### src/rtl/count_pkg.sv
// Shared sizing helpers for the VPF multiplicity counters: group size and
// the group/level/count-width derivations used by the population counters.
package count_pkg;

  localparam int GRP = 6;

  function automatic int clog2(input int v);
    int r;
    r = 0;
    while ((1 << r) < v) r++;
    return r;
  endfunction

  function automatic int num_groups(input int w);
    return (w + GRP - 1) / GRP;
  endfunction

  function automatic int num_levels(input int w);
    return clog2(num_groups(w));
  endfunction

  function automatic int cnt_width(input int w);
    return clog2(w + 1);
  endfunction

  function automatic int level_nodes(input int w, input int k);
    return (num_groups(w) + (1 << k) - 1) >> k;
  endfunction

  // Leaf sums are 3 bits; each level adds a carry bit until the final count width.
  function automatic int level_width(input int w, input int k);
    int cap;
    cap = (cnt_width(w) > 3) ? cnt_width(w) : 3;
    return ((3 + k) < cap) ? (3 + k) : cap;
  endfunction

endpackage

### src/rtl/fast6count.sv
// Registered population count of one six-bit group (result 0..6).
module fast6count
  import count_pkg::*;
(
  input  logic           clk,
  input  logic [GRP-1:0] bits_i,
  output logic [2:0]     cnt_o
);

  logic [2:0] cnt_d;
  logic [2:0] cnt_q;

  always_comb begin
    cnt_d = '0;
    for (int i = 0; i < GRP; i++) begin
      cnt_d = cnt_d + {2'b00, bits_i[i]};
    end
  end

  always_ff @(posedge clk) begin
    cnt_q <= cnt_d;
  end

  assign cnt_o = cnt_q;

endmodule

### src/rtl/count_clusters_param.sv
// Pipelined VPF population counter with threshold overflow flag.
// Optional peak tracking is enabled with `define COUNT_CLUSTERS_PEAK_EN.
module count_clusters_param
  import count_pkg::*;
#(
  parameter int  WIDTH          = 1536,
  parameter int  DEFAULT_THRESH = 8,
  localparam int CNTW           = cnt_width(WIDTH)
) (
  input  logic             clock4x,
  input  logic             reset_n,
  input  logic [WIDTH-1:0] vpfs_i,
  input  logic             valid_i,
  input  logic [CNTW-1:0]  thresh_i,
  output logic [CNTW-1:0]  cnt_o,
  output logic             valid_o,
  output logic             overflow_o,
  input  logic             peak_clr_i,
  output logic [CNTW-1:0]  peak_o
);

  localparam int G  = num_groups(WIDTH);
  localparam int L  = num_levels(WIDTH);
  localparam int RW = level_width(WIDTH, L);
  localparam int unused_default_thresh = DEFAULT_THRESH;

  logic [WIDTH-1:0] vpfs_d;
  logic [WIDTH-1:0] vpfs_q;
  logic [GRP*G-1:0] vpfs_pad;

  always_comb vpfs_d = vpfs_i;

  always_ff @(posedge clock4x) begin
    vpfs_q <= vpfs_d;
  end

  always_comb begin
    vpfs_pad = '0;
    vpfs_pad[WIDTH-1:0] = vpfs_q;
  end

  // Level 0 holds the group counts; each later level halves the node count.
  for (genvar gi = 0; gi <= L; gi++) begin : lvl
    localparam int N = level_nodes(WIDTH, gi);
    localparam int W = level_width(WIDTH, gi);
    logic [N*W-1:0] sum_flat;

    if (gi == 0) begin : leaf
      for (genvar ni = 0; ni < N; ni++) begin : grp
        fast6count u_cnt (
          .clk    (clock4x),
          .bits_i (vpfs_pad[ni*GRP +: GRP]),
          .cnt_o  (sum_flat[ni*W +: W])
        );
      end
    end else begin : add
      localparam int PN = level_nodes(WIDTH, gi - 1);
      localparam int PW = level_width(WIDTH, gi - 1);
      for (genvar ni = 0; ni < N; ni++) begin : node
        logic [W-1:0] sum_d;
        logic [W-1:0] sum_q;
        if (2 * ni + 1 < PN) begin : pair
          always_comb sum_d = W'(lvl[gi-1].sum_flat[(2*ni)*PW +: PW])
                            + W'(lvl[gi-1].sum_flat[(2*ni+1)*PW +: PW]);
        end else begin : pass
          always_comb sum_d = W'(lvl[gi-1].sum_flat[(2*ni)*PW +: PW]);
        end
        always_ff @(posedge clock4x) begin
          sum_q <= sum_d;
        end
        assign sum_flat[ni*W +: W] = sum_q;
      end
    end
  end

  logic [RW-1:0]   root;
  logic [CNTW-1:0] root_cnt;
  assign root     = lvl[L].sum_flat;
  assign root_cnt = CNTW'(root);

  logic [L+1:0]    vpipe_d, vpipe_q;
  logic [CNTW-1:0] cnt_d, cnt_q;
  logic            ovf_d, ovf_q;
  logic            valid_d, valid_q;

  // Output registers only load when the aligned valid bit arrives; otherwise hold.
  always_comb begin
    vpipe_d = {vpipe_q[L:0], valid_i};
    valid_d = vpipe_q[L+1];
    cnt_d   = cnt_q;
    ovf_d   = ovf_q;
    if (vpipe_q[L+1]) begin
      cnt_d = root_cnt;
      ovf_d = (root_cnt > thresh_i);
    end
  end

  always_ff @(posedge clock4x or negedge reset_n) begin
    if (!reset_n) begin
      vpipe_q <= '0;
      cnt_q   <= '0;
      ovf_q   <= 1'b0;
      valid_q <= 1'b0;
    end else begin
      vpipe_q <= vpipe_d;
      cnt_q   <= cnt_d;
      ovf_q   <= ovf_d;
      valid_q <= valid_d;
    end
  end

  assign cnt_o      = cnt_q;
  assign overflow_o = ovf_q;
  assign valid_o    = valid_q;

`ifdef COUNT_CLUSTERS_PEAK_EN
  logic [CNTW-1:0] peak_d, peak_q;

  // A clear that coincides with a valid result restarts the peak at that result.
  always_comb begin
    peak_d = peak_q;
    if (peak_clr_i) begin
      peak_d = vpipe_q[L+1] ? root_cnt : '0;
    end else if (vpipe_q[L+1] && (root_cnt > peak_q)) begin
      peak_d = root_cnt;
    end
  end

  always_ff @(posedge clock4x or negedge reset_n) begin
    if (!reset_n) begin
      peak_q <= '0;
    end else begin
      peak_q <= peak_d;
    end
  end

  assign peak_o = peak_q;
`else
  logic unused_peak_clr;
  assign unused_peak_clr = peak_clr_i;
  assign peak_o          = '0;
`endif

endmodule

### config.mk
export PLATFORM = sky130hd
export DESIGN_NAME = count_clusters_param
export DESIGN_NICKNAME = d
export VERILOG_FILES = /design/src/rtl/count_pkg.sv /design/src/rtl/fast6count.sv /design/src/rtl/count_clusters_param.sv
export SDC_FILE = /design/constraint.sdc
export NUM_CORES = 2
export LEC_CHECK = 0
export BUFFER_PORTS_ARGS = -buffer_cell sky130_fd_sc_hd__buf_2
export CAP_MARGIN = 20
export CORE_AREA = 2 2 605 607
export CTS_CLUSTER_DIAMETER = 150
export DETAILED_ROUTE_END_ITERATION = 10
export DIE_AREA = 0 0 607 609
export PLACE_DENSITY_LB_ADDON = 0.15
export SYNTH_ARGS = -nofsm -noshare
export SYNTH_HDL_FRONTEND = slang
export SYNTH_SLANG_ARGS = --single-unit
### constraint.sdc
create_clock -name clock4x -period 2.58 [get_ports clock4x]
set_input_delay 0.516 -clock clock4x [delete_from_list [all_inputs] [get_ports clock4x]]
set_output_delay 0.516 -clock clock4x [all_outputs]
set_load 0.01 [all_outputs]
==> impl_summary.md <==
Synthesis
Counting every instance in the synthesized netlist gives 9678. The number of warnings reported in the yosys synthesis log is 0. After synthesis the netlist holds a flip-flop and latch count of around 3600. The most used flip-flop cell after synthesis is dfxtp_1. Of all flip-flops after synthesis, the portion carrying an async set or reset was 0.00640. The portion of the post-synthesis area used by sequential elements is 0.561. In this run the cell area of the synthesized design comes to around 130000 um2.

The unique cell type count in the Yosys netlist is 50. A synthesized cell averages ~13 um2. Counting flops with a built-in enable in the synthesized netlist gives 0.

Clock tree
The count of H-tree levels built during CTS is 5. The post-cts resize count is 0. The clock reaches the later pin of the worst-skew pair after about 0.95 ns. Counting the buffers created by CTS gives 390. The number of setup buffers added after CTS is 0. CTS placed an instance of clkbuf_16 at the clock tree root.

The number of clock sinks is 3594. The maximum buffer depth of the clock tree is 4. The hold buffer count at CTS is about 1500.

TritonCTS built the clock tree. The clock transition at the register clock pins on the worst setup and hold paths after CTS is 0.06 ns.

Finish
The number of nets in the layout is approximately 17000. The layout cell share with drive strength beyond 1 is 0.165. The area growth from synthesis to layout is 33.4%. Counting the fill cells in the layout gives approximately 32000. With fillers left out, the area of the finished cells amounts to 171000 um2.

Floorplan
The die is 609 um tall. In this run the standard cell core region covers 364000 um2. After floorplanning, the core was divided into roughly 220 placement rows.

The effective utilization at floorplan is 0.353. The number of ports placed on the die boundary is roughly 1600. The floorplan die area is 370000 um2. From left edge to right edge, the die measures about 610 um.

Setup path
The end of the worst register-to-register path is lvl[0].leaf.grp[96].u_cnt.cnt_o[1]$_DFF_P_. In this run the critical register-to-register path is launched from vpfs_pad[576]$_DFF_P_. Data on the critical path is required at its endpoint by between 3 and 4 ns. The peak fanout along the critical path is 1. The worst setup path is of the reg -> reg kind.

STA classifies the critical path endpoint as a flop. The flop-to-flop setup slack is between 0.3 and 0.4 ns. For the worst setup path, the data arrival time is approximately 3 ns. The number of cells on the worst reg-to-reg path is 6.

The sort of element at the start of the critical path is a flop.

Timing
Derived from the worst setup path, the maximum achievable clock frequency is 447 MHz. Headroom to the max-slew limit came out at 0.557. The clock period could shrink to roughly 2.2 ns. Across the routed clock network, the largest skew measured is 0.0666 ns. Setup violations remaining at the end of the flow were counted as 0. The final-layout setup total negative slack is 0 ns. Setup repair after global routing left no endpoint under its margin. The period utilization is 0.866. At the pin with the least slew margin, the transition time is about 0.66 ns. The number of max-slew violations in the final report is 0. The final count of hold timing violations is 0. Setup slack closes at approximately 0.34 ns.

Routing
The detailed-route DRC error count is 0. The via-per-instance ratio is between 4 and 5. Across all layers, the routed design uses between 70000 and 80000 vias. In the final routed layout, each cell accounts on average for around 17 um.

The final antenna-violating net count is 0. The number of detailed-routing iterations run before antenna repair is 4. The violation count after the first detailed-route iteration is roughly 2200. For this block, the routed nets add up to 312000 um of wire.

Global route
The via count of the first global-routing pass is approximately 86000. The pin count of the biggest net entering global routing is 24. The total overflow left after global routing is 0. The global-route wire length before repair is ~480000 um. The initial antenna violation count is between 70 and 80. The global-route total usage across every layer is 0.169.

Placement
Input and output buffers added on the ports amount to around 1600. The placement-stage cell area is between 100000 and 150000 um2. The total half-perimeter wirelength after legalization and detailed placement is roughly 240000 um. The minimum setup slack after placement is slightly below 0.4 ns. The final RePlAce weighted congestion is around 0.86.

Power
In this run the power density over the cells is around 1200 nW/um2. The maximum ir drop on the vdd rail is 0.652 mV. The analysis attributes to cell leakage a power of 84.9 nW.

Min path
The worst hold path belongs to the class in -> async.

Flow run
Max-cap violations in this run came to 0.

Status
The run finished with clean final reports.
cell usage in the layout, fill, tap and decap left out, drive strengths merged, types with 3 or more instances in the layout:
cell,n
dfxtp,3571
clkinvlp,19
a31oi,6
a21oi,219
nor2b,96
nand3,9
diode,51
mux2,11
o21bai,19
ha,1279
conb,11
o211ai,4
nand2b,86
o21ai,117
xor2,95
inv,2044
a221oi,6
dlygate4sd3,1538
nor2,40
or2,3
a21o,501
fa,1023
clkinv,96
xnor2,394
bufinv,45
clkbuf,542
a21boi,4
a2111oi,7
and3,3
dfrtp,23
nand3b,7
and2,4
nor3,35
nand2,42
buf,1566
nor4,10
nand4,6
sequential cells by signal, indices dropped and copies added (netlist names):
register and flops:
valid_o 1, vpfs_pad 1536, lvl.add.node.sum_q 1267, overflow_o 1
vpipe_q 10, cnt_o 11, lvl.leaf.grp.u_cnt.cnt_o 768
routing by layer:
metal,share of wire,vias up,track usage
met4,0.039,14,0.0633
met1,0.39,35772,0.188
met3,0.043,699,0.0297
li1,-,36870,-
met2,0.52,1684,0.318
met5,0.00029,-,0
worst max path at each step:
stage / startpoint / endpoint / cells past startpoint
floorplan: vpfs_pad[0]$_DFF_P_ / lvl[0].leaf.grp[0].u_cnt.cnt_o[1]$_DFF_P_ / 6
global placement: vpfs_pad[942]$_DFF_P_ / lvl[0].leaf.grp[157].u_cnt.cnt_o[1]$_DFF_P_ / 6
detailed placement: vpfs_pad[780]$_DFF_P_ / lvl[0].leaf.grp[130].u_cnt.cnt_o[1]$_DFF_P_ / 6
CTS: vpfs_pad[762]$_DFF_P_ / lvl[0].leaf.grp[127].u_cnt.cnt_o[1]$_DFF_P_ / 6
global route: lvl[6].add.node[2].sum_q[0]$_DFF_P_ / lvl[7].add.node[1].sum_q[8]$_DFF_P_ / 7
finish: vpfs_pad[576]$_DFF_P_ / lvl[0].leaf.grp[96].u_cnt.cnt_o[1]$_DFF_P_ / 6
report_power, final:
part           switching, W  internal (W)  total [W]
sequential          0.00777        0.0718     0.0796
clock                0.0233        0.0349     0.0582
combinational        0.0306        0.0301     0.0606
synth_stat cells (3+ instances only):
| cell | n | area share |
|---|---|---|
| xor2_1 | 95 | 0.0065 |
| ha_1 | 1279 | 0.12 |
| nor2b_1 | 96 | 0.0047 |
| nor3_1 | 35 | 0.0014 |
| a221oi_1 | 6 | 0.00041 |
| a21oi_1 | 217 | 0.0085 |
| mux2_2 | 11 | 0.00096 |
| nand2b_1 | 86 | 0.0042 |
| dfrtp_1 | 23 | 0.0045 |
| a31oi_1 | 6 | 0.00029 |
| inv_1 | 2030 | 0.059 |
| a2111oi_0 | 6 | 0.00041 |
| and2_1 | 3 | 0.00015 |
| o211ai_1 | 4 | 0.00023 |
| o21ai_0 | 113 | 0.0044 |
| dfxtp_1 | 3571 | 0.56 |
| or2_2 | 3 | 0.00015 |
| nand4_1 | 6 | 0.00029 |
| fa_1 | 1023 | 0.16 |
| nor2_1 | 40 | 0.0012 |
| nand2_1 | 42 | 0.0012 |
| nand3_1 | 9 | 0.00035 |
| buf_4 | 11 | 0.00064 |
| nand3b_1 | 7 | 0.00041 |
| a21o_1 | 501 | 0.029 |
| nor4_1 | 10 | 0.00049 |
| xnor2_1 | 394 | 0.027 |
| o21bai_1 | 19 | 0.0011 |
cell families after synthesis:
logic type / Yosys count / synth area share
flops: 3594 / 0.561
xor+xnor: 489 / 0.0333
fa+ha+maj: 2302 / 0.284
other cells: 1 / 0.0000292
mux: 13 / 0.00112
buf+inv: 2042 / 0.0600
simple gates: 347 / 0.0151
compound gates: 890 / 0.0458
area by class of cell:
class | instances | area (um2) | share of cell area
Multi-Input combinational cell | 4052 | 48800 | 0.284
Tap cell | 4816 | 6030 | 0.0351
Antenna cell | 51 | 128 | 0.000744
Clock inverter | 174 | 2470 | 0.0144
Clock buffer | 542 | 11200 | 0.0651
Timing Repair Buffer | 3104 | 23200 | 0.136
Inverter | 2030 | 7620 | 0.0444
Sequential cell | 3594 | 72100 | 0.420
worst max-delay path, cell delays in order (launching register included):
cell,delay [ns]
dfxtp_1,0.31
ha_1,0.28
inv_1,0.06
fa_1,0.49
inv_1,0.06
fa_1,0.37
fa_1,0.51
through the flow:
stage / cells / total power (W) / hold WS (ns) / utilization
floorplan: 9688 / 0.120 / 0.220 / -
global placement: 16058 / 0.141 / 0.335 / 0.391
detailed placement: 16058 / 0.141 / 0.335 / 0.391
CTS: 18312 / 0.203 / 0.0770 / 0.471
global route: 18357 / 0.214 / 0.124 / 0.471
finish: 18363 / 0.198 / 0.176 / 0.471
Note: power is estimated with default switching activity, not from simulation.
